$ cat src/rtl/aes_pkg.sv
// Shared AES datapath constants: state/CPU widths, byte-slice helpers, CSR codes
// and the InvShiftRows byte routing used by the decrypt path.
package aes_pkg;

  localparam int BLOCK_DATA_WIDTH = 128;
  localparam int CPU_DATA_WIDTH   = 32;
  localparam int CNT_WIDTH        = 8;

  localparam int BYTE_WIDTH = 8;
  localparam int NUM_ROWS   = 4;
  localparam int NUM_COLS   = 4;
  localparam int NUM_BYTES  = NUM_ROWS * NUM_COLS;
  localparam int NUM_PNTR   = 4;
  localparam int PNTR_WIDTH = 2;

  localparam logic CNT_REG = 1'b0;
  localparam logic DBG_REG = 1'b1;

  localparam int DBG_RD_AND_VALID = 0;
  localparam int DBG_STALL_SEEN   = 1;
  localparam int DBG_WIDTH        = 2;

  // State bytes are column-major: byte k sits at row k%4, column k/4, MSB first.
  function automatic int byte_index(input int row, input int col);
    return NUM_ROWS * col + row;
  endfunction

  function automatic int byte_msb(input int k);
    return BLOCK_DATA_WIDTH - 1 - BYTE_WIDTH * k;
  endfunction

  // Row r is rotated right by r bytes: out(r,c) = in(r,(c-r) mod 4).
  function automatic logic [BLOCK_DATA_WIDTH-1:0] inv_shift_rows_f(
    input logic [BLOCK_DATA_WIDTH-1:0] state_in
  );
    logic [BLOCK_DATA_WIDTH-1:0] state_out;
    state_out = '0;
    for (int col = 0; col < NUM_COLS; col++) begin
      for (int row = 0; row < NUM_ROWS; row++) begin
        state_out[byte_msb(byte_index(row, col)) -: BYTE_WIDTH] =
          state_in[byte_msb(byte_index(row, (col - row + NUM_COLS) % NUM_COLS)) -: BYTE_WIDTH];
      end
    end
    return state_out;
  endfunction

endpackage

$ cat src/rtl/inv_shift_rows_csr.sv
// Per-pointer transfer counters, sticky debug flags (clear-on-read) and the
// registered CPU read port for the InvShiftRows stage.
module inv_shift_rows_csr
  import aes_pkg::*;
(
  input  logic                      clk,
  input  logic                      reset,
  input  logic                      accept,
  input  logic [PNTR_WIDTH-1:0]     accept_pntr,
  input  logic                      stall_seen,
  input  logic                      cpu_rd,
  input  logic                      cpu_addr,
  output logic [CPU_DATA_WIDTH-1:0] cpu_rd_data,
  output logic                      cpu_rd_data_vld
);

  logic [NUM_PNTR-1:0][CNT_WIDTH-1:0] cnt_d, cnt_q;
  logic [DBG_WIDTH-1:0]               dbg_d, dbg_q;
  logic [CPU_DATA_WIDTH-1:0]          rd_data_d, rd_data_q;
  logic                               rd_vld_d, rd_vld_q;
  logic [CPU_DATA_WIDTH-1:0]          reg_val;

  always_comb begin
    cnt_d = cnt_q;
    if (accept) begin
      cnt_d[accept_pntr] = cnt_q[accept_pntr] + 1'b1;
    end
  end

  // Clear-on-read happens first so a set condition in the same cycle wins.
  always_comb begin
    dbg_d = dbg_q;
    if (cpu_rd && (cpu_addr == DBG_REG)) begin
      dbg_d = '0;
    end
    if (cpu_rd && accept) begin
      dbg_d[DBG_RD_AND_VALID] = 1'b1;
    end
    if (stall_seen) begin
      dbg_d[DBG_STALL_SEEN] = 1'b1;
    end
  end

  // Reads return the pre-update register contents of the strobe cycle.
  always_comb begin
    if (cpu_addr == CNT_REG) begin
      reg_val = cnt_q;
    end else begin
      reg_val = {{(CPU_DATA_WIDTH - DBG_WIDTH){1'b0}}, dbg_q};
    end
    rd_data_d = cpu_rd ? reg_val : rd_data_q;
    rd_vld_d  = cpu_rd;
  end

  always_ff @(posedge clk or posedge reset) begin
    if (reset) begin
      cnt_q     <= '0;
      dbg_q     <= '0;
      rd_data_q <= '0;
      rd_vld_q  <= 1'b0;
    end else begin
      cnt_q     <= cnt_d;
      dbg_q     <= dbg_d;
      rd_data_q <= rd_data_d;
      rd_vld_q  <= rd_vld_d;
    end
  end

  assign cpu_rd_data     = rd_data_q;
  assign cpu_rd_data_vld = rd_vld_q;

endmodule

$ cat src/rtl/inv_shift_rows.sv
// AES InvShiftRows stage: one registered pipeline slot with valid/ready
// handshake, a key-pointer tag carried alongside, and a small CSR block.
module inv_shift_rows #(
  parameter int BLOCK_DATA_WIDTH = aes_pkg::BLOCK_DATA_WIDTH,
  parameter int CPU_DATA_WIDTH   = aes_pkg::CPU_DATA_WIDTH,
  parameter int CNT_WIDTH        = aes_pkg::CNT_WIDTH
) (
  input  logic                        clk,
  input  logic                        reset,
  input  logic [BLOCK_DATA_WIDTH-1:0] data_in,
  input  logic                        data_in_vld,
  output logic                        data_in_rdy,
  input  logic [1:0]                  pntr_num_in,
  output logic [BLOCK_DATA_WIDTH-1:0] data_out,
  output logic                        data_out_vld,
  input  logic                        data_out_rdy,
  output logic [1:0]                  pntr_num_out,
  input  logic                        cpu_rd,
  input  logic                        cpu_addr,
  output logic [CPU_DATA_WIDTH-1:0]   cpu_rd_data,
  output logic                        cpu_rd_data_vld
);
  import aes_pkg::*;

  logic [BLOCK_DATA_WIDTH-1:0] data_out_d, data_out_q;
  logic                        out_vld_d, out_vld_q;
  logic [1:0]                  pntr_out_d, pntr_out_q;
  logic                        accept;
  logic                        stall_seen;

  // The slot can take a new state whenever it is empty or draining this cycle.
  assign data_in_rdy = !out_vld_q || data_out_rdy;
  assign accept      = data_in_vld && data_in_rdy;
  assign stall_seen  = data_in_vld && !data_in_rdy;

  always_comb begin
    data_out_d = data_out_q;
    pntr_out_d = pntr_out_q;
    out_vld_d  = out_vld_q;
    if (accept) begin
      data_out_d = inv_shift_rows_f(data_in);
      pntr_out_d = pntr_num_in;
      out_vld_d  = 1'b1;
    end else if (data_out_rdy) begin
      out_vld_d  = 1'b0;
    end
  end

  always_ff @(posedge clk or posedge reset) begin
    if (reset) begin
      data_out_q <= '0;
      pntr_out_q <= '0;
      out_vld_q  <= 1'b0;
    end else begin
      data_out_q <= data_out_d;
      pntr_out_q <= pntr_out_d;
      out_vld_q  <= out_vld_d;
    end
  end

  assign data_out     = data_out_q;
  assign pntr_num_out = pntr_out_q;
  assign data_out_vld = out_vld_q;

  inv_shift_rows_csr u_csr (
    .clk             (clk),
    .reset           (reset),
    .accept          (accept),
    .accept_pntr     (pntr_num_in),
    .stall_seen      (stall_seen),
    .cpu_rd          (cpu_rd),
    .cpu_addr        (cpu_addr),
    .cpu_rd_data     (cpu_rd_data),
    .cpu_rd_data_vld (cpu_rd_data_vld)
  );

endmodule

$ cat config.mk
export PLATFORM = sky130hd
export DESIGN_NAME = inv_shift_rows
export DESIGN_NICKNAME = d
export VERILOG_FILES = /design/src/rtl/aes_pkg.sv /design/src/rtl/inv_shift_rows_csr.sv /design/src/rtl/inv_shift_rows.sv
export SDC_FILE = /design/constraint.sdc
export NUM_CORES = 1
export LEC_CHECK = 0
export CORE_UTILIZATION = 55
export CTS_CLUSTER_SIZE = 8
export DETAILED_ROUTE_END_ITERATION = 10
export DONT_BUFFER_PORTS = 1
export PLACE_DENSITY = 0.82
export SYNTH_ARGS = -nofsm -noshare
export SYNTH_HDL_FRONTEND = slang
export SYNTH_HIERARCHICAL = 1
export SYNTH_SLANG_ARGS = --single-unit
export TNS_END_PERCENT = 1
$ cat constraint.sdc
create_clock -name clk -period 4.9 [get_ports clk]
set_clock_uncertainty 0.2 [all_clocks]
set_input_delay 0.98 -clock clk [delete_from_list [all_inputs] [get_ports clk]]
set_output_delay 0.98 -clock clk [all_outputs]
set_load 0.01 [all_outputs]
==> out/qor.csv <==
metric,value,unit
max_slew headroom,38.9,%
worst-path fanout max,28,
Post-synth ARST share,100,%
first-pass GRT wire length,29100,um
Post-CTS Resized,0,
final hold vios,0,
H-tree Lvls,4,
IO Pins,301,
status,"finished, violations left",
synth warn,6,
worst path cell trace,"nand2b_4, and2_4, nor3b_2, nand4b_1, mux2_2, nand2_1",
Critical Path Stages,6,
slew of the pin with the lowest slew margin,912,ps
reg-to-reg startpoint,data_out_vld,
Fin Setup TNS,0,ps
Initial Util,56.9,%
post-synth top area cell,dfrtp_1,
most frequent cells in the layout,"dfrtp_1 (198), mux2_4 (89), nand2_1 (55), mux2_2 (49), inv_1 (34)",
PwrDens,479,mW/mm^2
Final min period,2820,ps
multiplexer area fraction after synthesis,25.1,%
CTS Sinks,198,
Clock Latency Late Sink,420,ps
failing checks,design-rule violations,
Hold Path Depth,1,
Layout area overhead,7.07,%
Critical Path Slowest Stage Cell,nor3b_2,
top cell type's share of synthesized area,59.2,%
Routed WL,19100,um
"commonest non-fill, non-tap cell in the layout",dfrtp_1,
Simple-Gate Fraction of Synth Area,5.92,%
CP arrival,2970,ps
Total Routing Usage GR,24.7,%
CTS tree,built,
vias in the first global route,4730,
largest net degree at the start of global routing,114,
TritonCTS Buffers,17,
Die Width,125,um
CP Class,in2reg,
Slowest Stage Delay on Critical Path,840,ps
port bufs,0,
Detail Placement HPWL,13700,um
min-delay src,u_csr/cnt_q[23],
setup bufs post-CTS,0,
main combinational cell family by area after synthesis,multiplexers,
Synth Flop Type,dfrtp_1,
Die Y,125,um
Worst Setup End Kind,register,
layout net count,710,
wire per inst,24.8,um
DRC,46,
layout cells sized above 1,30.8,%
CP startpoint,data_out_rdy,
clock root cell,clkbuf_16,
via count,4582,
Setup Viol. Count Final,0,
Routed Antenna Nets,0,
startpoint types,input port,
count of unique library cells instantiated by Yosys,43,
Post-Syn Instances,588,
Via density,5.96,
initial antenna violation count,1,
synthesized area,0.00837,mm^2
1st-iter DRT viols,391,
depth of the worst register-to-register path,6,
num rows,44,
Synth Area in Compound Gates,4.26,%
Yosys reg bits,198,
Congestion Overflow GR,0,
CORE AREA,0.0147,mm^2
CTS hold repair buffers,0,
adder-cell share of the synthesized area,0.149,%
"CP delay by family, top",simple AND/OR/NAND/NOR gates,
"Req. time, crit path",5050,ps
Static Leak,0.00408,uW
syn nets,725,
Area contributors post-synth,"dfrtp_1 (59%), mux2_4 (16%), mux2_2 (6.6%)",
GPL Wtd Cong,0.846,
clk buf depth,2,
drt first pass iters,8,
sequential area share after synthesis,59.2,%
die area,0.0157,mm^2
# fillers,1083,
hold_ws,271,ps
"EDFF count, synth",0,
maximum vdd drop,339,uV
post-synthesis xor/xnor area fraction,0.733,%
maxcap violations,0,
WP buf/inv,0,
clock-pin slew on the worst setup and hold paths,70,ps
f_max,355,MHz
"Period Utilization, post-route",57.5,%
RSZ-0062 raised after global routing,false,
mean post-synth cell area,14.2,um^2
Hold Path Class,reg2reg,
Max Slew Vio Count,0,
[power breakdown]
part | switching [uW] | internal, uW
logic | 299 | 349
registers | 357 | 1920
clock network | 604 | 757
[metrics by stage]
step	power [uW]	util (%)	setup slack, ps	instance area [um^2]	std cells
floorplan	2770	-	222	8370	588
global placement	2910	57.1	1770	8390	738
detailed placement	2960	57.1	1670	8390	738
CTS	4330	60.9	2110	8960	768
global route	4470	60.9	1900	8960	768
finish	4290	61.0	2080	8960	769
[sequential cells by signal, indices dropped and copies added (netlist names)]
signal                 flops
u_csr/cpu_rd_data         32
data_out                 128
u_csr/cnt_q               32
u_csr/cpu_rd_data_vld      1
data_out_vld               1
u_csr/dbg_q                2
pntr_num_out               2
[metal layers]
| layer | track usage (%) | part of all wire (%) | up-vias |
|---|---|---|---|
| met1 | 28.9 | 37 | 2356 |
| met2 | 41.8 | 53 | 192 |
| met5 | 0 | 0 | - |
| met4 | 11.5 | 3.1 | 0 |
| li1 | - | - | 2003 |
| met3 | 7.62 | 7.4 | 31 |
[Yosys cell counts, types with 3 or more instances]
library cell and number:
dfrtp_1 198, mux2_4 89, nand2_1 55, mux2_2 49, inv_1 36, o22ai_1 24
o21ai_0 18, clkbuf_1 14, buf_6 12, nor2_1 12, buf_2 7, a21oi_1 6
xor2_1 6, a31oi_1 5, nand3_1 5, a22oi_1 4, mux2i_1 4, mux4_1 4
nand4b_1 4, nor3_1 4, mux4_2 3, nand3b_1 3, nor2b_1 3
[path summary, 6_finish.rpt]
path	endpoint	slack, ps
worst min-delay path	u_csr/cnt_q[23]	270
worst max register to register	u_csr/cnt_q[5]	2200
max in group asynchronous	data_out[53]	3100
worst max-delay path	u_csr/cnt_q[5]	2080
worst min register to register	u_csr/cnt_q[23]	270
min in group asynchronous	data_out[52]	370
[kinds of logic after synthesis]
| logic type | after synthesis |
|---|---|
| AO/OA/AOI/OAI | 60 |
| flip-flops | 198 |
| adder cells (fa/ha/maj) | 1 |
| buffers and inverters | 73 |
| multiplexers | 149 |
| XOR/XNOR | 7 |
| AND/OR/NAND/NOR | 100 |
[layout make-up]
class                      instances  area [um^2]  area share, %
sequential                       198         4950           55.3
multi-input combinational        317         3030           33.8
clock buffer                      18          429           4.79
tap                              184          230           2.57
clock inverter                    12          143           1.59
inverter                          36          140           1.56
timing repair buffer               3         35.0          0.391
antenna                            1         2.50         0.0279
Note: power is estimated with default switching activity, not from simulation.
